<file path="src/rtl/xor_arb_pkg.sv">
// Shared definitions for the serial XOR arbiter: default width, FSM state
// encodings, last-served pointer reset value and the round-robin pick.
package xor_arb_pkg;

  localparam int unsigned XOR_ARB_WIDTH = 8;

  typedef enum logic [1:0] {
    S_IDLE  = 2'd0,
    S_SHIFT = 2'd1,
    S_DONE  = 2'd2
  } arb_state_t;

  // Pointer starts at 1 so requester 0 wins the first tie.
  localparam logic LAST_RST = 1'b1;

  // Returns the requester to grant (0 or 1); only meaningful when a request is pending.
  function automatic logic arb_pick(input logic req0, input logic req1, input logic last);
    if (req0 && req1) return ~last;
    return req1;
  endfunction

endpackage

</file>
<file path="src/rtl/xor_bit_cell.sv">
// One-bit XOR made only from two-input NOR primitives.
module xor_bit_cell (
  input  logic i_a,
  input  logic i_b,
  output logic o_y
);

  logic w_n1;
  logic w_n2;
  logic w_n3;
  logic w_xnor;

  nor g_n1   (w_n1,   i_a,    i_b);
  nor g_n2   (w_n2,   i_a,    w_n1);
  nor g_n3   (w_n3,   i_b,    w_n1);
  nor g_xnor (w_xnor, w_n2,   w_n3);
  nor g_inv  (o_y,    w_xnor, w_xnor);

endmodule

</file>
<file path="src/rtl/xor_serial_arbiter.sv">
// Two-requester round-robin arbiter feeding a bit-serial XOR datapath that
// computes a ^ b one bit per cycle through a single shared xor_bit_cell.
module xor_serial_arbiter
  import xor_arb_pkg::*;
#(
  parameter int unsigned WIDTH = XOR_ARB_WIDTH
) (
  input  logic             clk,
  input  logic             rst,
  input  logic             req0,
  input  logic [WIDTH-1:0] a0,
  input  logic [WIDTH-1:0] b0,
  input  logic             req1,
  input  logic [WIDTH-1:0] a1,
  input  logic [WIDTH-1:0] b1,
  output logic             gnt0,
  output logic             gnt1,
  output logic             busy,
  output logic [WIDTH-1:0] result,
  output logic             done,
  output logic             owner
);

  localparam int unsigned CW = $clog2(WIDTH + 1);

  arb_state_t       r_state;
  logic [WIDTH-1:0] r_a;
  logic [WIDTH-1:0] r_b;
  logic [WIDTH-1:0] r_acc;
  logic [CW-1:0]    r_cnt;
  logic             r_last;
  logic             r_sel;

  logic             w_bit;
  logic             w_take;
  logic             w_pick;
  logic [WIDTH-1:0] w_acc_next;

  xor_bit_cell u_cell (
    .i_a (r_a[0]),
    .i_b (r_b[0]),
    .o_y (w_bit)
  );

  always_comb begin
    w_take     = req0 | req1;
    w_pick     = arb_pick(req0, req1, r_last);
    w_acc_next = {w_bit, r_acc[WIDTH-1:1]};
  end

  // Shifting happens in r_acc so result/owner stay stable until the next done.
  always_ff @(posedge clk or posedge rst) begin
    if (rst) begin
      r_state <= S_IDLE;
      r_a     <= '0;
      r_b     <= '0;
      r_acc   <= '0;
      r_cnt   <= '0;
      r_last  <= LAST_RST;
      r_sel   <= 1'b0;
      gnt0    <= 1'b0;
      gnt1    <= 1'b0;
      busy    <= 1'b0;
      done    <= 1'b0;
      owner   <= 1'b0;
      result  <= '0;
    end else begin
      gnt0 <= 1'b0;
      gnt1 <= 1'b0;
      done <= 1'b0;
      case (r_state)
        S_IDLE: begin
          if (w_take) begin
            r_a     <= w_pick ? a1 : a0;
            r_b     <= w_pick ? b1 : b0;
            r_sel   <= w_pick;
            r_last  <= w_pick;
            gnt0    <= ~w_pick;
            gnt1    <= w_pick;
            r_cnt   <= '0;
            busy    <= 1'b1;
            r_state <= S_SHIFT;
          end
        end
        S_SHIFT: begin
          r_a   <= r_a >> 1;
          r_b   <= r_b >> 1;
          r_acc <= w_acc_next;
          r_cnt <= r_cnt + CW'(1);
          if (r_cnt == CW'(WIDTH - 1)) begin
            result  <= w_acc_next;
            owner   <= r_sel;
            done    <= 1'b1;
            r_state <= S_DONE;
          end
        end
        S_DONE: begin
          busy    <= 1'b0;
          r_state <= S_IDLE;
        end
        default: begin
          busy    <= 1'b0;
          r_state <= S_IDLE;
        end
      endcase
    end
  end

endmodule

</file>
<file path="config.mk">
export PLATFORM = sky130hd
export DESIGN_NAME = xor_serial_arbiter
export DESIGN_NICKNAME = d
export VERILOG_FILES = /design/src/rtl/xor_arb_pkg.sv /design/src/rtl/xor_bit_cell.sv /design/src/rtl/xor_serial_arbiter.sv
export SDC_FILE = /design/constraint.sdc
export NUM_CORES = 1
export LEC_CHECK = 0
export CORE_MARGIN = 3
export CORE_UTILIZATION = 52
export DETAILED_ROUTE_END_ITERATION = 8
export PLACE_DENSITY = 0.9
export SYNTH_ARGS = -nofsm -noshare
export SYNTH_HDL_FRONTEND = slang
export SYNTH_SLANG_ARGS = --single-unit
</file>
<file path="constraint.sdc">
create_clock -name clk -period 4.6 [get_ports clk]
set_input_delay 0.46 -clock clk [delete_from_list [all_inputs] [get_ports clk]]
set_output_delay 0.46 -clock clk [all_outputs]
set_load 0.01 [all_outputs]
</file>
==> results of run 1 <==
==> registers in the layout (all words and copies together), names as in the netlist <==
register and flops:
r_cnt 4, r_sel 1, r_b 8, r_acc 7, gnt0 1, r_state 2
owner 1, done 1, r_a 8, r_last 1, gnt1 1, result 8
busy 1
==> metal layers <==
metal / part of all wire / track usage / up-vias / wire (um)
met3: 0.071 / 0.0499 / 5 / 276
met4: 0.0090 / 0.0456 / 0 / 35
met1: 0.45 / 0.263 / 734 / 1750
li1: - / - / 720 / -
met5: 0 / 0 / - / 0
met2: 0.47 / 0.314 / 53 / 1830
==> worst max-delay path, delay by kind of cell (launching register included) <==
kind / cells / cell delay [ps]
and+or+nand+nor: 2 / 1130
DFF: 1 / 590
muxes: 1 / 400
==> worst paths after layout <==
path | to | slack, ps | cells past startpoint
max | result[4]$_DFFE_PP0P_ | 2360 | 3
min | r_acc[1]$_DFFE_PP0P_ | 480 | 2
max reg2reg | result[4]$_DFFE_PP0P_ | 2360 | 3
min reg2reg | r_acc[1]$_DFFE_PP0P_ | 480 | 2
max in group asynchronous | r_last$_DFFE_PP1P_ | 3630 | 3
min in group asynchronous | result[0]$_DFFE_PP0P_ | 610 | 3
==> final cells by class <==
class / count / area, um^2
Sequential cell: 44 / 1100
Fill cell: 269 / 898
Multi-Input combinational cell: 123 / 790
Timing Repair Buffer: 52 / 510
Clock buffer: 5 / 68.8
Tap cell: 46 / 57.6
Clock inverter: 1 / 30.0
Inverter: 3 / 11.3
==> cell usage in the layout, fill, tap and decap left out, types with 2 or more instances in the layout <==
| master | count |
|---|---|
| nor3_1 | 2 |
| buf_4 | 4 |
| mux2i_1 | 19 |
| clkdlybuf4s50_1 | 48 |
| o211ai_1 | 14 |
| o21ai_0 | 21 |
| inv_1 | 2 |
| nand2_1 | 39 |
| nor2_1 | 3 |
| dfrtp_1 | 43 |
| a21oi_1 | 2 |
| clkbuf_8 | 5 |
| mux2_2 | 8 |
==> report_power, final <==
| group | switching [mW] | internal [mW] | leakage [nW] |
|---|---|---|---|
| registers | 0.104 | 0.553 | 0.560 |
| logic | 0.254 | 0.264 | 0.516 |
| clock network | 0.116 | 0.156 | 0.0501 |
| total | 0.475 | 0.972 | 1.13 |
==> cells by family (layout without fill, tap and decap cells) <==
family                   count (synthesis)  count (layout)
AND/OR/NAND/NOR                         51              51
flip-flops                              44              44
AO/OA/AOI/OAI                           42              42
multiplexers                            27              27
buffers and inverters                   13              61
XOR/XNOR                                 2               2
adder cells (fa/ha/maj)                  1               1
==> stage by stage <==
step           setup WS [ps]  instances
4_1_cts                 2360        274
3_5_place_dp            2070        268
5_1_grt                 2200        274
3_3_place_gp            2130        268
2_1_floorplan           3110        180
6_report                2360        274
==> summary.txt, run 1 <==
Synth
  – Area leader, netlist: dfrtp_1
  – Synth Register Bits: 44
  – Avg Inst Size Synth: 10.9 um^2
  – Synth Area in Simple Gates: 0.113
  – Xor and xnor fraction of the mapped netlist area: 0.00896
  – Synth Area in Compound Gates: 0.130
  – Largest family of logic cells by synthesized area: multiplexers
  – Main flop type after synthesis: dfrtp_1
  – Sequential area share after synthesis: 0.564
  – Synth warn: 0
  – Syn Nets: 217
  – Post-synthesis mux area share: 0.143
  – Synth top area cells: dfrtp_1 (55%), mux2i_1 (9.7%), nand2_1 (7.5%)
  – Number of synthesized flops with an enable pin: 0
  – Synth top area share: 0.551
  – Top-count cell post-synth: dfrtp_1
  – Synth Area in Adders: 0.00640
  – Post-Synthesis Cell Area: 1950 um^2
  – Post-synthesis cell count: 180
  – Async SR Flop Fraction: 1.00
  – Netlist cell types: 31
  – Post-synth top cells: dfrtp_1 (43), nand2_1 (39), o21ai_0 (21)

STA
  – Hold slack: 482 ps
  – Actual slew at the worst max-slew pin: around 1300 ps
  – Clk_skew: roughly 4.8 ps
  – RSZ-0062 raised after global routing: false
  – F_max: 446 MHz
  – Slew headroom: 0.162
  – Setup TNS: 0 ps
  – Tmin final: 2240 ps
  – Period utilization: 0.487
  – Max-slew violations: 0
  – Endpoints failing hold: 0
  – Final setup viols: 0

Clocking
  – # clock sinks: 44
  – Clock root buffer: clkbuf_8
  – CTS tree: yes
  – Worst-skew pair later-pin latency: ~280 ps
  – Setup bufs post-CTS: 0
  – Post-CTS sizing: 0
  – Hold bufs inserted after CTS: 0
  – Clock Tree Buf Depth: 2
  – H-tree depth: 2
  – Inserted Clock Buffers: 5
  – Clk pin slew, worst setup/hold paths: 70 ps

Detailed routing
  – Drt first pass iters: 4
  – Final WL: 3900 um
  – Initial drt markers: between 100 and 150
  – Residual DRC: 0
  – WL per Instance: 14.2 um
  – Routed vias: 1512
  – Post-DRT Antenna Nets: 0
  – Vias per cell: 5.52

Floorplan
  – Initial core utilization: 0.563
  – Die Y: 67.3 um
  – Die footprint: between 4000 and 5000 um^2
  – IO Count: 49
  – Die X: 67.3 um
  – Num rows: 21
  – Core Area: 3470 um^2

Power
  – Total power: 1.45 mW
  – Static Leak: 1.13 nW
  – Power Dens Cells: 563 nW/um^2
  – Max VDD drop: 0.296 mV

Cells and area
  – Area delta synth->final: 31.5%
  – Antenna cells: 0
  – Final nets: 266
  – Share of cells above drive strength 1: 0.0921
  – Fin area: 2570 um^2
  – Final core occ: 0.741

Global route
  – Largest net degree at the start of global routing: 45
  – GRT overflow: 0
  – Initial antenna violation count: 0
  – Global-route wire length before repair: about 6600 um
  – Vias in the first global route: 1477
  – GR Util All Layers: 0.194

Critical path
  – Critical path's largest stage delay: 600 ps
  – Crit path kind: reg -> reg
  – CP max FO: 20
  – CP required: 4770 ps
  – Setup crit end kind: flop
  – Reg-to-reg critical path startpoint: r_state[1]$_DFFE_PP0P_
  – Critical Path Start Type: flop
  – Ordered list of cells on the worst path: nand2b_1, nor3_4, mux2_2
  – Worst path slowest cell: nor3_4
  – Worst Setup SP: r_state[1]$_DFFE_PP0P_
  – Worst Path Arrival: 2410 ps

Flow run
  – Max Cap Violations: 0

Placement
  – Port bufs: 48
  – Placed cell areas: 2470 um^2
  – Gpl congestion: 0.830
  – DP Wirelength: 2680 um

Hold path
  – HP Class: reg -> reg
  – Worst Hold Launch: r_acc[1]$_DFFE_PP0P_

Outcome
  – Status: completed
(Power assumes the default switching activity.)
==> inputs of run 2 (changes only) <==
--- a/config.mk
+++ b/config.mk
@@ -6,9 +6,9 @@
 export NUM_CORES = 1
 export LEC_CHECK = 0
 export CORE_MARGIN = 3
-export CORE_UTILIZATION = 52
+export CORE_UTILIZATION = 48
 export DETAILED_ROUTE_END_ITERATION = 8
-export PLACE_DENSITY = 0.9
+export PLACE_DENSITY = 0.84
 export SYNTH_ARGS = -nofsm -noshare
 export SYNTH_HDL_FRONTEND = slang
 export SYNTH_SLANG_ARGS = --single-unit
==> constraint.sdc (replaced) <==
create_clock -name clk -period 2.1 [get_ports clk]
set_input_delay 0.21 -clock clk [delete_from_list [all_inputs] [get_ports clk]]
set_output_delay 0.21 -clock clk [all_outputs]
set_load 0.01 [all_outputs]
==> run 2 against run 1 <==
Compared with the run above: global-route usage decreased by 3.2 points; count of clock-buffer cells in the layout stayed put; wire length is 5.1% lower; critical path depth is 1 higher; register-to-register slack lost 1900 ps; clock power grew 82%; worst hold slack worse by 120 ps; via count shrank 1.4%; worst setup slack got worse by 1900 ps; critical path type unchanged.
==> summary.txt, run 2 (synthesis gave the netlist of run 1 again) <==
STA
  – Actual slew at the worst max-slew pin: 533 ps (was 1250 ps)
  – RSZ-0062 raised after global routing: false (unchanged)
  – Period utilization: 0.767 (was 0.487)
  – Tmin final: 1610 ps (was 2240 ps)
  – F_max: 621 MHz (was 446 MHz)
  – Slew headroom: 0.645 (was 0.162)
  – Max-slew violations: 0 (unchanged)
  – Clk_skew: 4.81 ps (was 4.79 ps)
  – Hold slack: 360 ps (was 482 ps)
  – Setup TNS: 0 ps (unchanged)
  – Endpoints failing hold: 0 (unchanged)
  – Final setup viols: 0 (unchanged)

Power
  – Fraction of power spent switching nets: 0.335 (was 0.328)
  – Sequential group share of total power: 0.462 (was 0.454)
  – Switch Pwr: 1.03 mW (was 475 uW)
  – Total power: 3.07 mW (was 1.45 mW)
  – Clock network fraction of total power: 0.161 (was 0.188)
  – Max VDD drop: 0.515 mV (was 0.296 mV)
  – Part of the power in combinational logic: 0.377 (was 0.358)
  – Power Dens Cells: 1190 nW/um^2 (was 563 nW/um^2)
  – Static Leak: 1.14 nW (was 1.13 nW)
  – Internal power: 2.04 mW (was 972 uW)

Cells and area
  – Multi-input logic area: 790 um^2 (unchanged)
  – Final nets: 270 (was 266)
  – Top Registers: r_a (8), r_b (8), result (8) (unchanged)
  – Most common cell after layout, fill and taps aside: clkdlybuf4s50_1 (unchanged)
  – Antenna cells: 0 (unchanged)
  – Area delta synth->final: 32.3% (was 31.5%)
  – Register area: 1100 um^2 (unchanged)
  – Most frequent cells in the layout: clkdlybuf4s50_1 (48), dfrtp_1 (43), nand2_1 (39) (unchanged)
  – Share of cells above drive strength 1: 0.112 (was 0.0921)
  – Fill cells: 319 (was 269)

Clocking
  – Worst-skew pair later-pin latency: 280 ps (about the same)
  – # clock sinks: 44 (unchanged)
  – Setup bufs post-CTS: 0 (unchanged)
  – Clk pin slew, worst setup/hold paths: 80 ps (was 70 ps)
  – H-tree depth: 2 (unchanged)
  – Clock Tree Buf Depth: 2 (unchanged)
  – CTS tree: yes (unchanged)
  – Clock root buffer: clkbuf_8 (unchanged)
  – Post-CTS sizing: 0 (unchanged)
  – Hold bufs inserted after CTS: 0 (unchanged)
  – Inserted Clock Buffers: 5 (unchanged)

Hold path
  – HP Class: in -> async (was reg -> reg)

Detailed routing
  – Residual DRC: 0 (unchanged)
  – Routed vias: 1491 (was 1512)
  – WL per Instance: 13.2 um (was 14.2 um)
  – Vias per cell: 5.31 (was 5.52)
  – Drt first pass iters: 4 (unchanged)
  – Post-DRT Antenna Nets: 0 (unchanged)
  – Initial drt markers: 104 (was 111)
  – Final WL: 3700 um (was 3900 um)

Floorplan
  – Die X: 69.8 um (was 67.3 um)
  – Num rows: 22 (was 21)
  – IO Count: 49 (unchanged)
  – Die Y: 69.8 um (was 67.3 um)
  – Core Area: 3800 um^2 (was 3470 um^2)
  – Die footprint: 4870 um^2 (was 4530 um^2)
  – Initial core utilization: 0.514 (was 0.563)

Global route
  – Global-route wire length before repair: 6500 um (was 6620 um)
  – GR Util All Layers: 0.162 (was 0.194)
  – GRT overflow: 0 (unchanged)
  – Largest net degree at the start of global routing: 45 (unchanged)
  – Initial antenna violation count: 0 (unchanged)
  – Vias in the first global route: 1480 (was 1477)

Outcome
  – Status: completed (unchanged)

Critical path
  – Worst path slowest cell: nor3_4 (unchanged)
  – Reg2Reg Depth: 4 (was 3)
  – Crit path kind: reg -> reg (unchanged)
  – R2R Setup Slk: 490 ps (was 2360 ps)
  – Critical path's largest stage delay: 410 ps (was 600 ps)
  – Critical Path Start Type: flop (unchanged)
  – Worst Path Arrival: 1780 ps (was 2410 ps)
  – Worst Setup SP: r_cnt[0]$_DFFE_PP0P_ (was r_state[1]$_DFFE_PP0P_)
  – CP required: 2270 ps (was 4770 ps)
  – Setup crit end kind: flop (unchanged)
  – Reg-to-reg critical path startpoint: r_cnt[0]$_DFFE_PP0P_ (was r_state[1]$_DFFE_PP0P_)
  – Ordered list of cells on the worst path: ha_1, nand2_1, nor3_4, mux2_2 (was nand2b_1, nor3_4, mux2_2)
  – R2R Path End: result[1]$_DFFE_PP0P_ (was result[4]$_DFFE_PP0P_)
  – CP max FO: 10 (was 20)

Placement
  – Port bufs: 48 (unchanged)
  – Gpl congestion: 0.767 (was 0.830)
  – DP Wirelength: 2610 um (was 2680 um)

Flow run
  – Max Cap Violations: 0 (unchanged)
run 2: changes by cell type in the layout (fill, tap and decap cells not counted):
cell / before / now
clkinvlp_4: 0 / 1
clkinv_2: 0 / 1
bufinv_16: 1 / 0
buf_4: 4 / 8
run 2: cell type report:
class                   count  share of cell area
clock buffers               5              0.0266
clock inverters             2             0.00484
inverters                   3             0.00436
multi-input cells         123               0.305
flip-flops and latches     44               0.426
well taps                  48              0.0232
repair buffers             56               0.209
run 2: critical path, delay by kind of cell (launching register included):
family | cells | cell delay, ps
adders and majority gates | 1 | 180
muxes | 1 | 400
DFF | 1 | 390
and+or+nand+nor | 2 | 520
run 2: layer usage:
layer  track usage  vias up  share of wire
met5             0        -              0
met4        0.0383        0         0.0051
met3        0.0377        2          0.048
met2         0.280       42           0.52
met1         0.204      714           0.43
li1              -      733              -
run 2: per-stage QoR:
step,setup WS [ps],utilization,area (um^2),cells
6_report,489,0.681,2580,281
5_1_grt,353,0.681,2580,281
4_1_cts,469,0.681,2580,281
3_5_place_dp,377,0.659,2500,274
3_3_place_gp,424,0.659,2500,274
2_1_floorplan,639,-,1950,180
run 2: worst max path at each step:
stage	slack (ps)	to
2_1_floorplan	640	owner$_DFFE_PP0P_
3_3_place_gp	420	r_b[3]$_DFFE_PP0P_
3_5_place_dp	380	r_b[7]$_DFFE_PP0P_
4_1_cts	470	result[1]$_DFFE_PP0P_
5_1_grt	350	result[1]$_DFFE_PP0P_
6_report	490	result[1]$_DFFE_PP0P_
run 2: power groups by stage:
stage | combinational [mW] | clock, mW | sequential [mW]
after floorplan | 0.712 | 0 | 1.43
after global placement | 1.14 | 0 | 1.42
after detailed placement | 1.18 | 0 | 1.44
after CTS | 1.18 | 0.505 | 1.42
after global routing | 1.30 | 0.546 | 1.46
final | 1.16 | 0.494 | 1.42
==> inputs of run 3 (changes only) <==
--- a/config.mk
+++ b/config.mk
@@ -6,9 +6,9 @@
 export NUM_CORES = 1
 export LEC_CHECK = 0
 export CORE_MARGIN = 3
-export CORE_UTILIZATION = 48
+export CORE_UTILIZATION = 44
 export DETAILED_ROUTE_END_ITERATION = 8
-export PLACE_DENSITY = 0.84
+export PLACE_DENSITY = 0.82
 export SYNTH_ARGS = -nofsm -noshare
 export SYNTH_HDL_FRONTEND = slang
 export SYNTH_SLANG_ARGS = --single-unit
==> constraint.sdc (replaced) <==
create_clock -name clk -period 1.3 [get_ports clk]
set_input_delay 0.13 -clock clk [delete_from_list [all_inputs] [get_ports clk]]
set_output_delay 0.13 -clock clk [all_outputs]
set_load 0.01 [all_outputs]
==> run 3 against run 2 <==
Compared with the run above: critical endpoint is now result[5]$_DFFE_PP0P_; first-iteration DRC count down 5.8%; largest power group unchanged; final cell count up 6.4%; the flow now finishes with violations (negative setup slack); count of clock-buffer cells in the layout unchanged; critical path type unchanged; die area up 8.3%; global-route usage up 1.4 points; largest cell class unchanged; combinational power up 100%.
==> summary.txt, run 3 (synthesis gave the netlist of run 1 again) <==
Critical path
  – Critical Path Start Type: flop (unchanged)
  – CP required: 1490 ps (was 2270 ps)
  – Crit path kind: reg -> reg (unchanged)
  – Worst Setup SP: r_cnt[1]$_DFFE_PP0P_ (was r_cnt[0]$_DFFE_PP0P_)
  – Setup crit end kind: flop (unchanged)
  – R2R Path End: result[5]$_DFFE_PP0P_ (was result[1]$_DFFE_PP0P_)
  – Reg2Reg Depth: 5 (was 4)
  – Worst path slowest cell: dfrtp_1 (was nor3_4)
  – Critical path's largest stage delay: 400 ps (was 410 ps)
  – Worst Setup EP: result[5]$_DFFE_PP0P_ (was result[1]$_DFFE_PP0P_)
  – CP max FO: 10 (unchanged)
  – R2R Setup Slk: -60 ps (was 490 ps)
  – Reg-to-reg critical path startpoint: r_cnt[1]$_DFFE_PP0P_ (was r_cnt[0]$_DFFE_PP0P_)
  – Worst Path Arrival: 1550 ps (was 1780 ps)
  – Ordered list of cells on the worst path: ha_4, nand2_4, nor3_4, buf_12, mux2_2 (was ha_1, nand2_1, nor3_4, mux2_2)

STA
  – Period utilization: 1.05 (was 0.767)
  – Max-slew violations: 0 (unchanged)
  – Slew headroom: 0.670 (was 0.645)
  – Clk_skew: 5.79 ps (was 4.81 ps)
  – Actual slew at the worst max-slew pin: 492 ps (was 533 ps)
  – Setup TNS: -363 ps (was 0 ps)
  – Hold slack: 110 ps (was 360 ps)
  – Final worst setup slack: -59.0 ps (was 489 ps)
  – RSZ-0062 raised after global routing: true (was false)
  – F_max: 736 MHz (was 621 MHz)
  – Endpoints failing hold: 0 (unchanged)
  – Final setup viols: 8 (was 0)
  – Tmin final: 1360 ps (was 1610 ps)

Cells and area
  – Top Registers: r_a (8), r_b (8), result (8) (unchanged)
  – Area delta synth->final: 48.9% (was 32.3%)
  – Filler-free cell count of the finished design: 299 (was 281)
  – Most common cell after layout, fill and taps aside: dfrtp_1 (was clkdlybuf4s50_1)
  – Share of cells above drive strength 1: 0.201 (was 0.112)
  – Fin area: 2910 um^2 (was 2580 um^2)
  – Antenna cells: 0 (unchanged)
  – Most frequent cells in the layout: dfrtp_1 (42), nand2_1 (38), clkdlybuf4s50_1 (35) (was clkdlybuf4s50_1 (48), dfrtp_1 (43), nand2_1 (39))
  – Final nets: 286 (was 270)

Clocking
  – CTS tree: yes (unchanged)
  – H-tree depth: 2 (unchanged)
  – Hold bufs inserted after CTS: 0 (unchanged)
  – Setup bufs post-CTS: 0 (unchanged)
  – Clk pin slew, worst setup/hold paths: 80 ps (about the same)
  – # clock sinks: 44 (unchanged)
  – Clock Tree Buf Depth: 2 (unchanged)
  – Worst-skew pair later-pin latency: 300 ps (was 280 ps)
  – Inserted Clock Buffers: 5 (unchanged)
  – Clock root buffer: clkbuf_8 (unchanged)

Detailed routing
  – WL per Instance: 15.0 um (was 13.2 um)
  – Initial drt markers: 98 (was 104)
  – Vias per cell: 5.36 (was 5.31)
  – Drt first pass iters: 5 (was 4)
  – Final WL: 4490 um (was 3700 um)
  – Routed vias: 1604 (was 1491)
  – Post-DRT Antenna Nets: 0 (unchanged)
  – Residual DRC: 0 (unchanged)

Power
  – Clock network fraction of total power: 0.207 (was 0.161)
  – Static Leak: 1.37 nW (was 1.14 nW)
  – Fraction of power spent switching nets: 0.325 (was 0.335)
  – Internal power: 3.96 mW (was 2.04 mW)
  – Power Dens Cells: 2020 nW/um^2 (was 1190 nW/um^2)
  – Max VDD drop: 0.846 mV (was 0.515 mV)
  – Sequential group share of total power: 0.398 (was 0.462)
  – Switch Pwr: 1.91 mW (was 1.03 mW)
  – Part of the power in combinational logic: 0.396 (was 0.377)

Placement
  – Pre-CTS setup slack: -202 ps (was 377 ps)
  – DP Wirelength: 2980 um (was 2610 um)
  – Gpl congestion: 0.737 (was 0.767)
  – Port bufs: 48 (unchanged)
  – Placed cell areas: 2690 um^2 (was 2500 um^2)
  – Placed insts: 291 (was 274)

Floorplan
  – Die X: 72.6 um (was 69.8 um)
  – Initial core utilization: 0.472 (was 0.514)
  – Num rows: 23 (was 22)
  – Core Area: 4140 um^2 (was 3800 um^2)
  – Die Y: 72.6 um (was 69.8 um)
  – IO Count: 49 (unchanged)
  – Die footprint: 5280 um^2 (was 4870 um^2)

Global route
  – Initial antenna violation count: 0 (unchanged)
  – GR Util All Layers: 0.175 (was 0.162)
  – Global-route wire length before repair: 7190 um (was 6500 um)
  – GRT overflow: 0 (unchanged)
  – Vias in the first global route: 1569 (was 1480)
  – Largest net degree at the start of global routing: 20 (was 45)

Flow run
  – Max Cap Violations: 0 (unchanged)

Outcome
  – Status: finished with violations (was completed)
  – Failing checks: negative setup slack

Hold path
  – HP Class: in -> async (unchanged)
run 3: worst min-delay path by stage:
stage | start | end | slack (ps) | depth (start not counted)
CTS | rst | r_a[5]$_DFFE_PP0P_ | 120 | 2
global placement | rst | r_a[5]$_DFFE_PP0P_ | 430 | 2
floorplan | req0 | r_last$_DFFE_PP1P_ | 200 | 1
finish | rst | r_a[4]$_DFFE_PP0P_ | 110 | 2
detailed placement | rst | r_a[5]$_DFFE_PP0P_ | 430 | 2
global route | rst | r_b[5]$_DFFE_PP0P_ | 140 | 2
run 3: metal layers:
layer  track usage  part of all wire
met2         0.294              0.49
met1         0.225              0.44
met5             0                 0
met4        0.0553             0.017
met3        0.0413             0.052
run 3: power by group through the flow:
stage	clock network, mW	registers [mW]	logic, mW
2_1_floorplan	0	2.31	1.16
4_1_cts	1.23	2.29	2.18
3_3_place_gp	0	2.29	2.11
5_1_grt	1.29	2.41	2.55
3_5_place_dp	0	2.29	2.20
6_report	1.21	2.34	2.32
run 3: critical path, delay by kind of cell, from the launching register on:
family	cells	cell delay [ps]
flip-flops	1	400
multiplexers	1	330
adder cells (fa/ha/maj)	1	160
buffers and inverters	1	160
AND/OR/NAND/NOR	2	200
run 3: area by class of cell:
type                            count  area (um^2)
Clock inverter                      2         60.1
Tap cell                           50         62.6
Multi-Input combinational cell    123          858
Inverter                            3         11.3
Sequential cell                    44         1100
Timing Repair Buffer               72          746
Clock buffer                        5         68.8
Fill cell                         316         1230
run 3: repair_timing:
item / CTS / global route
gates resized for setup: 19 / 19
endpoints found under the setup margin: 46 / 29
cloned: 0 / 1
run 3: through the flow:
stage          utilization  total power [mW]
5_1_grt              0.702              6.25
4_1_cts              0.683              5.70
3_5_place_dp         0.648              4.50
2_1_floorplan            -              3.47
6_report             0.702              5.87
3_3_place_gp         0.648              4.40
